`config.mk`:
```
export PLATFORM = sky130hd
export DESIGN_NAME = decoder_seq
export DESIGN_NICKNAME = d
export VERILOG_FILES = /design/src/rtl/decoder_seq.sv
export SDC_FILE = /design/constraint.sdc
export NUM_CORES = 1
export LEC_CHECK = 0
export BUFFER_PORTS_ARGS = -buffer_cell sky130_fd_sc_hd__buf_2
export CAP_MARGIN = 25
export CORE_UTILIZATION = 40
export CTS_CLUSTER_DIAMETER = 150
export DETAILED_ROUTE_END_ITERATION = 7
export PLACE_DENSITY_LB_ADDON = 0.3
export SYNTH_ARGS = -nofsm -noshare
export SYNTH_HDL_FRONTEND = slang
export SYNTH_SLANG_ARGS = --single-unit
```
`constraint.sdc`:
```
create_clock -name in_clk -period 1.35 [get_ports in_clk]
set_input_delay 0.27 -clock in_clk [delete_from_list [all_inputs] [get_ports in_clk]]
set_output_delay 0.27 -clock in_clk [all_outputs]
set_load 0.05 [all_outputs]
```
`src/rtl/decoder_seq.sv`:
```
// decoder_seq: two-cycle FETCH/EXEC instruction sequencer that owns the PC, IR and carry flag.
// All outputs are registered; EXEC-cycle controls are decoded while the instruction is fetched.
module decoder_seq #(
    parameter int DATA_W = 4,
    parameter int ADDR_W = 4
) (
    input  logic              in_clk,
    input  logic              in_rst,
    input  logic              in_run,
    input  logic              in_step,
    input  logic [DATA_W+3:0] in_instr,
    input  logic              in_carry,
    output logic [ADDR_W-1:0] out_pc,
    output logic [DATA_W-1:0] out_imm,
    output logic [1:0]        out_sel,
    output logic              out_ld_a,
    output logic              out_ld_b,
    output logic              out_ld_out,
    output logic              out_jump,
    output logic              out_carry,
    output logic              out_halted
);

    typedef enum logic [1:0] {
        ST_FETCH = 2'd0,
        ST_EXEC  = 2'd1,
        ST_HALT  = 2'd2
    } state_t;

    typedef enum logic [3:0] {
        OP_ADD_A   = 4'h0,
        OP_ADD_B   = 4'h1,
        OP_MOV_A_I = 4'h2,
        OP_MOV_B_I = 4'h3,
        OP_MOV_A_B = 4'h4,
        OP_MOV_B_A = 4'h5,
        OP_IN_A    = 4'h6,
        OP_IN_B    = 4'h7,
        OP_OUT_A   = 4'h8,
        OP_OUT_B   = 4'h9,
        OP_OUT_I   = 4'hA,
        OP_HLT     = 4'hB,
        OP_JC      = 4'hC,
        OP_NOP     = 4'hD,
        OP_JNC     = 4'hE,
        OP_JMP     = 4'hF
    } opcode_t;

    localparam logic [1:0] SEL_A    = 2'd0;
    localparam logic [1:0] SEL_IN   = 2'd1;
    localparam logic [1:0] SEL_B    = 2'd2;
    localparam logic [1:0] SEL_ZERO = 2'd3;

    typedef struct packed {
        logic [1:0] sel;
        logic       ld_a;
        logic       ld_b;
        logic       ld_out;
        logic       jump;
    } ctrl_t;

    // Jump decisions use the flag as it stands at fetch; it cannot change before EXEC ends.
    function automatic ctrl_t decode_op(input opcode_t op, input logic flag);
        ctrl_t c;
        c = '0;
        case (op)
            OP_ADD_A:   begin c.sel = SEL_A;    c.ld_a   = 1'b1; end
            OP_ADD_B:   begin c.sel = SEL_B;    c.ld_b   = 1'b1; end
            OP_MOV_A_I: begin c.sel = SEL_ZERO; c.ld_a   = 1'b1; end
            OP_MOV_B_I: begin c.sel = SEL_ZERO; c.ld_b   = 1'b1; end
            OP_MOV_A_B: begin c.sel = SEL_B;    c.ld_a   = 1'b1; end
            OP_MOV_B_A: begin c.sel = SEL_A;    c.ld_b   = 1'b1; end
            OP_IN_A:    begin c.sel = SEL_IN;   c.ld_a   = 1'b1; end
            OP_IN_B:    begin c.sel = SEL_IN;   c.ld_b   = 1'b1; end
            OP_OUT_A:   begin c.sel = SEL_A;    c.ld_out = 1'b1; end
            OP_OUT_B:   begin c.sel = SEL_B;    c.ld_out = 1'b1; end
            OP_OUT_I:   begin c.sel = SEL_ZERO; c.ld_out = 1'b1; end
            OP_JC:      begin c.sel = SEL_ZERO; c.jump   = flag; end
            OP_JNC:     begin c.sel = SEL_ZERO; c.jump   = ~flag; end
            OP_JMP:     begin c.sel = SEL_ZERO; c.jump   = 1'b1; end
            default:    c = '0;
        endcase
        return c;
    endfunction

    state_t              state_q, state_d;
    logic [ADDR_W-1:0]   pc_q, pc_d;
    logic [DATA_W+3:0]   ir_q, ir_d;
    logic                carry_q, carry_d;
    ctrl_t               ctrl_q, ctrl_d;
    logic                halted_q, halted_d;

    opcode_t exec_op;
    ctrl_t   fetch_ctrl;
    logic    fetch_go;

    assign exec_op    = opcode_t'(ir_q[DATA_W+3:DATA_W]);
    assign fetch_ctrl = decode_op(opcode_t'(in_instr[DATA_W+3:DATA_W]), carry_q);
    assign fetch_go   = in_run | in_step;

    always_comb begin
        // NOTE: every _d gets a default first so no path leaves it unassigned (no latches).
        state_d  = state_q;
        pc_d     = pc_q;
        ir_d     = ir_q;
        carry_d  = carry_q;
        ctrl_d   = '0;
        halted_d = halted_q;

        case (state_q)
            ST_FETCH: begin
                if (fetch_go) begin
                    ir_d    = in_instr;
                    ctrl_d  = fetch_ctrl;
                    state_d = ST_EXEC;
                end
            end
            ST_EXEC: begin
                carry_d = (exec_op == OP_ADD_A || exec_op == OP_ADD_B) ? in_carry : 1'b0;
                if (exec_op == OP_HLT) begin
                    state_d  = ST_HALT;
                    halted_d = 1'b1;
                end else begin
                    state_d = ST_FETCH;
                    pc_d    = ctrl_q.jump ? ir_q[ADDR_W-1:0] : pc_q + ADDR_W'(1);
                end
            end
            ST_HALT: begin
                halted_d = 1'b1;
            end
            default: begin
                state_d  = ST_FETCH;
                halted_d = 1'b0;
            end
        endcase
    end

    always_ff @(posedge in_clk) begin
        // NOTE: non-blocking assignments so every flop samples pre-edge values together.
        if (in_rst) begin
            state_q  <= ST_FETCH;
            pc_q     <= '0;
            ir_q     <= '0;
            carry_q  <= 1'b0;
            ctrl_q   <= '0;
            halted_q <= 1'b0;
        end else begin
            state_q  <= state_d;
            pc_q     <= pc_d;
            ir_q     <= ir_d;
            carry_q  <= carry_d;
            ctrl_q   <= ctrl_d;
            halted_q <= halted_d;
        end
    end

    assign out_pc     = pc_q;
    assign out_imm    = ir_q[DATA_W-1:0];
    assign out_sel    = ctrl_q.sel;
    assign out_ld_a   = ctrl_q.ld_a;
    assign out_ld_b   = ctrl_q.ld_b;
    assign out_ld_out = ctrl_q.ld_out;
    assign out_jump   = ctrl_q.jump;
    assign out_carry  = carry_q;
    assign out_halted = halted_q;

endmodule

```
=== Word-level counts from Yosys, hierarchy flattened ===
Index checks and enable logic that the tools add are counted.

* Bits in registers: 22
* Input bits: 13
* Output and inout port bits: 16
* Logic and storage cells: 63

* Add/sub/neg operators: 1
* Eq/ne operators: 19
* Multiplexer cells: 12
* Bitwise gates (word level): 6
* Reduce and logical (&&, ||, !) cells: 15

{| class="wikitable"
|+ Operators with widths
! cell !! count
|-
| $eq A4 B4 Y1 const B || 7
|-
| $eq A4 B3 Y1 const B || 4
|-
| $pmux W2 S3 || 2
|-
| $reduce_or A3 Y1 || 3
|-
| $eq A4 B1 Y1 const B || 2
|-
| $eq A4 B2 Y1 const B || 2
|-
| $logic_not A4 Y1 || 2
|-
| $reduce_and A2 Y1 || 4
|-
| $reduce_or A4 Y1 || 2
|-
| $pmux W1 S3 || 2
|-
| $reduce_or A6 Y1 || 1
|-
| $mux W1 || 5
|-
| $not A1 Y1 || 5
|-
| $add A4 B1 Y4 const B || 1
|-
| $mux W2 || 2
|-
| $mux W4 || 1
|-
| $ne A2 B2 Y1 const B || 2
|-
| $eq A2 B1 Y1 const B || 1
|-
| $eq A2 B2 Y1 const B || 1
|-
| $logic_not A2 Y1 || 1
|-
| $reduce_or A2 Y1 || 1
|-
| $logic_or A1 B1 Y1 || 1
|-
| $or A1 B1 Y1 || 1
|}

=== Depth between registers and ports, before layout ===
Gate-level depths: netlist of run 1.

* Word-level depth: 3
* Gate-level depth with buffers: 6
* Mapped depth without buffers: 5

=== Least setup slack after synthesis of run 1 ===
Ideal clock, no wire load.

* Path kind: register to register
* Start: register pc_q[1] (netlist: out_pc[1])
* End: register pc_q[2] (netlist: out_pc[2])
* Setup time: 70 ps
* Data arrival time: 1,632 ps
* Required time: 1,280 ps
* Path slack: -352 ps
* Cell stages (with the launch flop): 5
* Path buffers: 0
* Clock period less this slack: 1,702 ps
* Path through: dfxtp_1 ha_1 or3b_1 a211o_1 a21oi_1

* Cells in the longest elaborated chain, start to end: 2

{| class="wikitable"
|+ RTL lines
! item !! line !! RTL
|-
| start: declaration || 87 || <nowiki>logic [ADDR_W-1:0] pc_q, pc_d;</nowiki>
|-
| start signal: assignment || 149 || <nowiki>pc_q <= pc_d;</nowiki>
|-
| $add A4 B1 Y4 || 125 || <nowiki>pc_d = ctrl_q.jump ? ir_q[ADDR_W-1:0] : pc_q + ADDR_W'(1);</nowiki>
|-
| $mux W4 || 125 ||
|}

No other way between the ends.
A chain may end at the register's enable or synchronous reset.

=== Worst setup path after layout of run 1 ===
* Start: register state_q[0]
* End: register state_q[1]

* Cells in the longest elaborated chain, start to end: 3
* Elaborated cells on any way between the ends: 7
* Classes of those cells: eq/ne (3); mux (1); bitwise (1); reduce/logical (2)

{| class="wikitable"
|+ RTL lines
! item !! line !! RTL
|-
| start: declaration || 86 || <nowiki>state_t state_q, state_d;</nowiki>
|-
| start signal: assignment || 148 || <nowiki>state_q <= state_d;</nowiki>
|-
| $logic_not A2 Y1 or $eq A2 B2 Y1 (tied branches) || 110 || <nowiki>case (state_q)</nowiki>
|-
| $ne A2 B2 Y1 (no source line) or $not A1 Y1 (tied branches) || -- ||
|-
| $reduce_and A2 Y1 (no source line) || -- ||
|}

Parallel ways exist; a longest one is shown, timed or not.

==> run summary, run 1 <==
## GRT
* **antenna violations before repair** 0
* **Total GRT Usage** 0.177
* **first-pass GRT wire length** 3610 um
* **met2 global-route usage** 0.285
* **overflow left after global routing** 0
* **number of global-route vias before repair** 808
* **met1 usage** 0.241
* **GR peak layer** met2
* **maximum number of pins on one net before global-route repair** 14
* **met3 track demand over resource in global routing** 0.0261

## Synth
* **asr flop ratio synth** 0
* **share of synthesized cell area in full adder, half adder and majority cells** 0.0488
* **post-synthesis share of cell area spent on xor and xnor gates** 0.00854
* **distinct cell type count after synthesis** 38
* **mean instance size in the synthesized netlist** 9.41 sq um
* **sequential share of the synthesized area** 0.429
* **area of the mapped netlist** 1030 sq um
* **share of the synthesized area in the top cell type** 0.429
* **net count after synthesis** 126
* **Post-Synthesis Cells** 109
* **EDFF count, synth** 0
* **number of synthesized register bits** 22
* **synth warn** 0
* **largest area contributor in the netlist** sky130_fd_sc_hd__dfxtp_1
* **commonest register cell after synthesis** sky130_fd_sc_hd__dfxtp_1
* **complex-gate fraction of the synthesized area** 0.143
* **portion of netlist area occupied by mux cells** 0.107
* **ranking of synthesized cells by area** sky130_fd_sc_hd__dfxtp_1 (43%), sky130_fd_sc_hd__mux2i_1 (11%), sky130_fd_sc_hd__ha_1 (4.9%)
* **simple-gate share of the synthesized area** 0.185
* **main combinational cell family by area after synthesis** simple AND/OR/NAND/NOR gates

## Min path
* **cell depth of the worst min-delay path** 3
* **kind of path behind the tightest hold check** in -> reg

## Critical path
* **required time of the critical path** 1590 ps
* **r2r worst-path depth** 5
* **endpoint class of the critical path** flop
* **type of origin of the critical path** flop
* **critical path class** reg -> reg
* **worst endpoint data arrival time** 1670 ps
* **maximum fanout encountered on the critical timing path** 3

## Clock network
* **Reg clk slew, reported paths** 120 ps
* **quantity of hold-fixing buffers added after cts** 0
* **Root Buffer** sky130_fd_sc_hd__clkbuf_4
* **Sinks on Clock Net** 22
* **H-tree Lvls** 1
* **cts bufs inserted** 3
* **TritonCTS clock tree** built
* **worst skew pair latency** 300 ps
* **deepest clock path buffer count** 2

## Die
* **Die Span X** 52.6 um
* **Die Footprint** 2770 sq um
* **Die Span Y** 52.6 um
* **Top Ports** 29
* **initial standard-cell utilization of the core** 0.443
* **placeable core area** 2320 sq um
* **floorplan row count** 17

## Placed design
* **global placement routability congestion** 0.733
* **detailed-placement wirelength estimate** 1690 um
* **count of input and output buffers** 28
* **placed instance count** 165

## Status
* **failing checks** negative setup slack
* **status** finished, violations left

## Finish
* **number of filler cells placed in the layout** 221
* **multi-input gate area in the final layout** 544 sq um
* **net total in the final layout** 161
* **commonest cells after routing, fill and taps aside** sky130_fd_sc_hd__buf_2 (26), sky130_fd_sc_hd__dfxtp_1 (17), sky130_fd_sc_hd__nor2_1 (12)
* **total area of sequential cells** 452 sq um
* **fraction of layout instances using a drive strength above 1** 0.406
* **Area growth, synth to finish** 29.1%
* **Diodes inserted** 0
* **fin cells** 171
* **commonest non-fill, non-tap cell in the layout** sky130_fd_sc_hd__buf_2
* **final cell utilization of the core** 0.572

## Power and ir drop
* **total power divided by cell area** 1110 nW/um^2
* **peak supply drop** 0.631 mV
* **total power** 1.48 mW
* **reported leakage power** 0.587 nW

## STA
* **clock tree skew after final layout** 1.09 ps
* **maximum clock frequency** 700 MHz
* **Relative slew margins** 0.746
* **unrepaired setup endpoints after global routing** yes
* **final count of negative-setup-slack endpoints** 8
* **max-slew violation total from the final report** 0
* **number of failing hold endpoints at the final stage** 0
* **final worst path period need** 1430 ps
* **final worst slack** -78.1 ps
* **final period utilization** 1.06
* **worst slew pin tran** 378 ps

## Route
* **length of the first detailed-routing pass in iterations** 4
* **remaining routing DRC violations** 0
* **initial drt markers** 16
* **mean routed wirelength per cell** 13.4 um
* **Total Routed Length** 2280 um
* **DRT antenna net count** 0
* **vias per cell** 5.33
* **routed via count** 911

## Job
* **Max Cap Viol** 0

-- worst paths after layout --
path / from / slack (ps) / end
worst max-delay path: state_q[0] / -80 / state_q[1]
worst min register to register: out_halted / 480 / out_halted
worst min-delay path: in_instr[1] / 200 / ir_q[1]
worst max register to register: state_q[0] / -80 / state_q[1]
-- state kept, by name, indices dropped and copies added, names as in the netlist --
| signal | cells |
|---|---|
| ir_q | 8 |
| out_pc | 4 |
| out_sel | 2 |
| state_q | 2 |
| out_carry | 1 |
| out_halted | 1 |
| out_jump | 1 |
| out_ld_a | 1 |
| out_ld_b | 1 |
| out_ld_out | 1 |
-- critical path: stages, from the launching register on --
cell	delay [ps]
sky130_fd_sc_hd__dfxtp_2	360
sky130_fd_sc_hd__inv_1	60
sky130_fd_sc_hd__ha_2	180
sky130_fd_sc_hd__nor3b_1	150
sky130_fd_sc_hd__or4_1	480
sky130_fd_sc_hd__a21oi_2	140
-- synthesized netlist by cell type (2+ instances only) --
library cell / instances
sky130_fd_sc_hd__a21oi_1: 6
sky130_fd_sc_hd__a31oi_1: 2
sky130_fd_sc_hd__buf_4: 5
sky130_fd_sc_hd__clkbuf_1: 2
sky130_fd_sc_hd__dfxtp_1: 22
sky130_fd_sc_hd__ha_1: 4
sky130_fd_sc_hd__inv_1: 4
sky130_fd_sc_hd__mux2i_1: 11
sky130_fd_sc_hd__nand2_1: 4
sky130_fd_sc_hd__nand2b_1: 4
sky130_fd_sc_hd__nor2_1: 12
sky130_fd_sc_hd__nor3_1: 3
sky130_fd_sc_hd__nor3b_1: 2
sky130_fd_sc_hd__o21ai_0: 3
sky130_fd_sc_hd__or4_1: 2
-- kinds of logic after synthesis --
family,after synthesis
DFF,22
AOI/OAI and AO/OA,22
muxes,11
xor gates and xnor gates,1
and+or+nand+nor,35
buffers and inverters,14
adders and majority gates,4
-- per-stage QoR --
stage,setup WS (ps),hold slack (ps),setup TNS (ps),area [sq um]
finish,-78.1,196,-330,1330
global route,-141,202,-925,1330
CTS,-71.6,194,-285,1300
detailed placement,-88.7,473,-334,1230
global placement,-4.57,457,-4.57,1230
floorplan,-24.7,346,-24.7,1050
-- final cells by class --
class	count	share of cell area
Sequential cell	22	0.341
Multi-Input combinational cell	73	0.411
Timing Repair Buffer	39	0.172
Inverter	5	0.0142
Tap cell	28	0.0264
Clock buffer	4	0.0359
-- per-layer routing --
metal | wire length, um | part of all wire
met5 | 0 | 0
met4 | 14 | 0.0061
met3 | 64 | 0.028
met1 | 1090 | 0.48
met2 | 1110 | 0.49
-- what timing repair did --
action | in CTS | in global routing
pin swaps | 2 | 0
hold endpoints to repair | 0 | 0
gates resized for setup | 7 | 5
setup buffers | 0 | 2
setup endpoints to repair | 11 | 14
-- power breakdown --
group / total [mW] / internal [mW] / switching, mW
Sequential: 0.722 / 0.689 / 0.0332
Clock: 0.423 / 0.226 / 0.198
Combinational: 0.331 / 0.125 / 0.205
Total: 1.48 / 1.04 / 0.436
Note: power is estimated with default switching activity, not from simulation.
==> run 2, diff against run 1 <==
CTS_CLUSTER_SIZE = 28   (was unset)
clock period = 1.47 ns   (was 1.35 ns; I/O delays follow)
==> run 2 against run 1 <==
Against the previous run: the flow now finishes without violations; count of clock-buffer cells in the layout unchanged; cell count down 4.7%; maximum frequency down 0.39%; power down 14%; sequential share of layout area up 2.4 points; die area unchanged; worst hold slack better by 13 ps.
==> run summary, run 2 (same netlist as run 1, synthesis figures left out) <==
## STA
* **unrepaired setup endpoints after global routing** yes
* **Relative slew margins** 0.760, +0.0143
* **number of failing hold endpoints at the final stage** 0, unchanged
* **max-slew violation total from the final report** 0, unchanged
* **final worst path period need** 1430 ps, +5.58 ps
* **final count of negative-setup-slack endpoints** 0, -8
* **final period utilization** 0.975, -0.0826
* **clock tree skew after final layout** 2.03 ps, +0.945 ps
* **maximum clock frequency** 697 MHz, -0.39%
* **worst slew pin tran** 355 ps, -23.4 ps

## Placed design
* **detailed-placement wirelength estimate** 1580 um, -6.7%
* **placed instance count** 159, -3.6%
* **global placement routability congestion** 0.780, +6.4%
* **count of input and output buffers** 28, unchanged

## Route
* **remaining routing DRC violations** 0, unchanged
* **length of the first detailed-routing pass in iterations** 4, unchanged
* **initial drt markers** 13, -3
* **DRT antenna net count** 0, unchanged
* **vias per cell** 5.37, +0.88%
* **mean routed wirelength per cell** 13.5 um, +0.77%
* **routed via count** 876, -3.8%
* **Total Routed Length** 2190 um, -3.9%

## Die
* **Die Span Y** 52.6 um, unchanged
* **Die Footprint** 2770 sq um, unchanged
* **placeable core area** 2320 sq um, unchanged
* **Top Ports** 29, unchanged
* **floorplan row count** 17, unchanged
* **Die Span X** 52.6 um, unchanged
* **initial standard-cell utilization of the core** 0.443, unchanged

## Finish
* **commonest non-fill, non-tap cell in the layout** sky130_fd_sc_hd__buf_2
* **number of filler cells placed in the layout** 233, +5.4%
* **net total in the final layout** 153, -5.0%
* **flip-flop count of the largest register, all copies and words added** 8, unchanged
* **Diodes inserted** 0, unchanged
* **fin cells** 163, -4.7%
* **fraction of layout instances using a drive strength above 1** 0.363, -0.0426
* **most flop-heavy register** ir_q
* **commonest cells after routing, fill and taps aside** sky130_fd_sc_hd__buf_2 (28), sky130_fd_sc_hd__dfxtp_1 (17), sky130_fd_sc_hd__nor2_1 (12)
* **Area growth, synth to finish** 20.6%

## Critical path
* **endpoint class of the critical path** flop
* **required time of the critical path** 1720 ps, +130 ps
* **critical path class** reg -> reg
* **largest stage delay on the critical path** 510 ps, +30 ps
* **maximum fanout encountered on the critical timing path** 3, unchanged
* **r2r worst-path depth** 5, unchanged
* **cell-by-cell listing of the critical path** inv_2 > ha_2 > nor3b_4 > or4_4 > a21oi_2
* **type of origin of the critical path** flop
* **CP max-delay cell** sky130_fd_sc_hd__or4_4
* **worst endpoint data arrival time** 1680 ps, about the same

## Clock network
* **H-tree Lvls** 1, unchanged
* **Reg clk slew, reported paths** 110 ps, about the same
* **TritonCTS clock tree** built
* **Sinks on Clock Net** 22, unchanged
* **deepest clock path buffer count** 2, unchanged
* **cts bufs inserted** 3, unchanged
* **worst skew pair latency** 310 ps, about the same
* **Root Buffer** sky130_fd_sc_hd__clkbuf_4

## GRT
* **maximum number of pins on one net before global-route repair** 13, -1
* **first-pass GRT wire length** 3570 um, -1.1%
* **overflow left after global routing** 0, unchanged
* **antenna violations before repair** 0, unchanged
* **Total GRT Usage** 0.179, +0.00191
* **number of global-route vias before repair** 778, -3.7%

## Power and ir drop
* **reported leakage power** 0.546 nW, -7.0%
* **total power** 1.27 mW, -14%
* **total power divided by cell area** 1030 nW/um^2, -7.6%
* **peak supply drop** 0.652 mV, +3.4%

## Min path
* **kind of path behind the tightest hold check** in -> reg
* **cell depth of the worst min-delay path** 3, unchanged

## Job
* **Max Cap Viol** 0, unchanged

## Status
* **status** finished, final reports clean

## run 2: critical path, delay by kind of cell (launching register included)
kind | cells | cell delay, ps
AOI/OAI and AO/OA | 1 | 120
adders and majority gates | 1 | 180
buffers and inverters | 1 | 50
DFF | 1 | 370
and+or+nand+nor | 2 | 670
## run 2: per-stage QoR
| stage | worst slack [ps] | setup TNS [ps] | instance area (sq um) | hold slack (ps) | utilization |
|---|---|---|---|---|---|
| final | 36.3 | 0 | 1240 | 209 | 0.534 |
| after global routing | -25.6 | -25.6 | 1240 | 210 | 0.534 |
| after CTS | 8.98 | 0 | 1210 | 199 | 0.521 |
| after detailed placement | 15.9 | 0 | 1170 | 470 | 0.505 |
| after global placement | 68.0 | 0 | 1170 | 460 | 0.505 |
| after floorplan | 5.87 | 0 | 1030 | 370 | - |
## run 2: routing by layer
| layer | track usage | share of wire |
|---|---|---|
| met1 | 0.222 | 0.46 |
| met2 | 0.289 | 0.49 |
| met3 | 0.0609 | 0.045 |
| met4 | 0.0526 | 0.011 |
| met5 | 0 | 0 |
## run 2: area by class of cell
type / count / area [sq um] / share of cell area
repair buffers: 31 / 163 / 0.131
inverters: 5 / 18.8 / 0.0152
clock buffers: 4 / 36.3 / 0.0293
well taps: 28 / 35.0 / 0.0283
flip-flops and latches: 22 / 452 / 0.365
multi-input cells: 73 / 533 / 0.431
## run 2: where the power goes
group	total, mW	switching (mW)	internal [mW]
Combinational	0.281	0.183	0.0982
Clock	0.330	0.179	0.151
Sequential	0.663	0.0297	0.633
## run 2: path summary, 6_finish.rpt
kind / startpoint / endpoint / slack (ps)
setup / recovery: state_q[1] / state_q[1] / 40
hold reg to reg: out_halted / out_halted / 490
hold / removal: in_instr[1] / ir_q[1] / 210
setup reg to reg: state_q[1] / state_q[1] / 40
## run 2: what timing repair did
action | 4_1_cts | 5_1_grt
pin swaps | 0 | 3
gates resized for setup | 2 | 10
hold buffers | 0 | 0
buffers inserted | 0 | 0
setup endpoints to repair | 2 | 7
hold endpoints to repair | 0 | 0
==> run 3, diff against run 2 <==
CORE_MARGIN = 2   (was unset)
SLEW_MARGIN = 10   (was unset)
==> run 3 against run 2 <==
Against the previous run: setup slack better by 8.2 ps; power rose by 0.51%; worst hold slack worse by 4.6 ps; design area increased by 0.51%; combinational power is essentially flat; non-clock buffer count grew 2; critical path depth unchanged; flip-flop and latch count unchanged; highest routed layer unchanged; critical path type unchanged; utilization down 2.7 points; largest power group unchanged; cell count rose by 2.5%; via count rose by 1.9%.
==> run summary, run 3 (same netlist as run 1, synthesis figures left out) <==
## Placed design
* **cell area reported after detailed placement** 1180 sq um, +0.86%
* **count of input and output buffers** 28, unchanged
* **detailed-placement wirelength estimate** 1570 um, -0.90%
* **global placement routability congestion** 0.740, -5.1%
* **placed instance count** 162, +1.9%
* **worst slack, placed** 4.54 ps, -11.3 ps

## Finish
* **number of filler cells placed in the layout** 251, +7.7%
* **fin cells** 167, +2.5%
* **fraction of layout instances using a drive strength above 1** 0.365, +0.00200
* **net total in the final layout** 155, +1.3%
* **Diodes inserted** 0, unchanged
* **commonest non-fill, non-tap cell in the layout** sky130_fd_sc_hd__buf_2
* **flip-flop count of the largest register, all copies and words added** 8, unchanged
* **Non-Filler Cell Area, Final** 1240 sq um, +0.51%
* **Area growth, synth to finish** 21.2%
* **most flop-heavy register** ir_q
* **commonest cells after routing, fill and taps aside** sky130_fd_sc_hd__buf_2 (28), sky130_fd_sc_hd__dfxtp_1 (17), sky130_fd_sc_hd__nor2_1 (12)

## Critical path
* **worst endpoint data arrival time** 1670 ps, about the same
* **CP top delay family** simple AND/OR/NAND/NOR gates
* **logic depth of the worst path, buffers included** 5, unchanged
* **required time of the critical path** 1710 ps, about the same
* **CP max-delay cell** sky130_fd_sc_hd__or4_4
* **largest stage delay on the critical path** 530 ps, +20 ps
* **endpoint class of the critical path** flop
* **FF-to-FF setup slack** 40 ps, about the same
* **end of the worst register-to-register path** out_pc[0]
* **Bufs and invs on worst path** 2, +1
* **capture point of the worst path** out_pc[0]
* **maximum fanout encountered on the critical timing path** 8, +5
* **launching instance or port of the critical path** state_q[1]
* **CP dominant cell by count** sky130_fd_sc_hd__inv_2
* **startpoint of the most critical register-to-register path** state_q[1]
* **critical path class** reg -> reg
* **cell-by-cell listing of the critical path** inv_2 > ha_2 > inv_2 > or4_4 > a31oi_1
* **type of origin of the critical path** flop
* **r2r worst-path depth** 5, unchanged

## Status
* **status** finished, final reports clean

## Clock network
* **Reg clk slew, reported paths** 120 ps, about the same
* **H-tree Lvls** 1, unchanged
* **Root Buffer** sky130_fd_sc_hd__clkbuf_4
* **TritonCTS clock tree** built
* **worst skew pair latency** 310 ps, about the same
* **cts bufs inserted** 3, unchanged
* **deepest clock path buffer count** 2, unchanged
* **Sinks on Clock Net** 22, unchanged

## STA
* **worst hold slack after final layout** 204 ps, -4.62 ps
* **setup total negative slack** 0 ps, unchanged
* **maximum clock frequency** 701 MHz, +0.58%
* **final count of negative-setup-slack endpoints** 0, unchanged
* **number of failing hold endpoints at the final stage** 0, unchanged
* **final worst slack** 44.5 ps, +8.20 ps
* **final worst path period need** 1430 ps, -8.20 ps
* **max-slew violation total from the final report** 0, unchanged
* **final period utilization** 0.970, -0.00558
* **Relative slew margins** 0.787, +0.0267
* **worst slew pin tran** 318 ps, -36.4 ps
* **clock tree skew after final layout** 1.60 ps, -0.433 ps

## Power and ir drop
* **Sw Share** 0.307, about the same
* **power share of the clock group** 0.263, +0.004
* **reported leakage power** 0.551 nW, +0.93%
* **Sequential Power Share** 0.516, -0.004
* **peak supply drop** 0.589 mV, -9.7%
* **Internal Dissipation** 0.887 mW, +0.48%
* **total net switching power** 0.394 mW, +0.59%
* **share of power burned in combinational logic** 0.221, about the same
* **total power divided by cell area** 1030 nW/um^2, about the same

## GRT
* **number of global-route vias before repair** 795, +2.2%
* **overflow left after global routing** 0, unchanged
* **first-pass GRT wire length** 3450 um, -3.3%
* **antenna violations before repair** 0, unchanged
* **maximum number of pins on one net before global-route repair** 13, unchanged
* **Total GRT Usage** 0.161, -0.0184

## Route
* **vias per cell** 5.35, -0.50%
* **initial drt markers** 7, -6
* **mean routed wirelength per cell** 12.7 um, -5.6%
* **length of the first detailed-routing pass in iterations** 4, unchanged
* **Total Routed Length** 2120 um, -3.3%
* **DRT antenna net count** 0, unchanged
* **remaining routing DRC violations** 0, unchanged
* **routed via count** 893, +1.9%

## Job
* **Max Cap Viol** 0, unchanged

## Min path
* **kind of path behind the tightest hold check** in -> reg

## Die
* **Die Span Y** 54.6 um, +3.8%
* **Top Ports** 29, unchanged
* **initial standard-cell utilization of the core** 0.418, -0.0246
* **Die Footprint** 2990 sq um, +7.7%
* **floorplan row count** 18, +1
* **placeable core area** 2450 sq um, +5.9%
* **Die Span X** 54.6 um, +3.8%

run 3: layer usage:
metal / GRT usage / vias to the layer above / share of wire / wire (um)
met1: 0.212 / 422 / 0.46 / 972
met4: 0.0875 / 0 / 0.021 / 44
li1: - / 443 / - / -
met5: 0 / - / 0 / 0
met3: 0.0246 / 5 / 0.042 / 90
met2: 0.248 / 23 / 0.48 / 1010
run 3: metrics by stage:
step                utilization  total power, mW
finish                    0.507             1.28
global route              0.507             1.35
CTS                       0.497             1.28
detailed placement        0.481            0.950
global placement          0.481            0.942
floorplan                     -            0.882
run 3: layout make-up:
class                   count  area [sq um]  share of cell area
clock buffers               4          36.3              0.0292
inverters                   5          18.8              0.0151
multi-input cells          73           522               0.420
flip-flops and latches     22           452               0.363
well taps                  30          37.5              0.0302
repair buffers             33           178               0.143
run 3: worst min-delay path by stage:
| stage | from | endpoint | slack (ps) | cells after the start |
|---|---|---|---|---|
| final | in_instr[2] | ir_q[2] | 200 | 3 |
| after global routing | in_instr[2] | ir_q[2] | 210 | 3 |
| after CTS | in_instr[2] | ir_q[2] | 200 | 3 |
| after detailed placement | out_halted | out_halted | 470 | 2 |
| after global placement | out_halted | out_halted | 460 | 2 |
| after floorplan | in_instr[7] | out_ld_b | 370 | 1 |
run 3: worst reg2reg max path, delay by kind of cell (launching register included):
kind,cells,cell delay [ps]
AND/OR/NAND/NOR,1,530
adder cells (fa/ha/maj),1,180
flip-flops,1,350
buffers and inverters,2,130
AO/OA/AOI/OAI,1,160
run 3: power by group through the flow:
| stage | sequential [mW] | combinational [mW] | clock, mW |
|---|---|---|---|
| after floorplan | 0.723 | 0.159 | 0 |
| after global placement | 0.672 | 0.270 | 0 |
| after detailed placement | 0.674 | 0.276 | 0 |
| after CTS | 0.661 | 0.277 | 0.340 |
| after global routing | 0.668 | 0.307 | 0.370 |
| final | 0.661 | 0.283 | 0.336 |
run 3: timing repair:
| item | CTS | global route |
|---|---|---|
| buffers inserted | 0 | 1 |
| gates resized for setup | 3 | 7 |
| cloned | 0 | 0 |
| endpoints found under the setup margin | 2 | 4 |
| pin swaps | 0 | 3 |
| hold buffers | 0 | 0 |
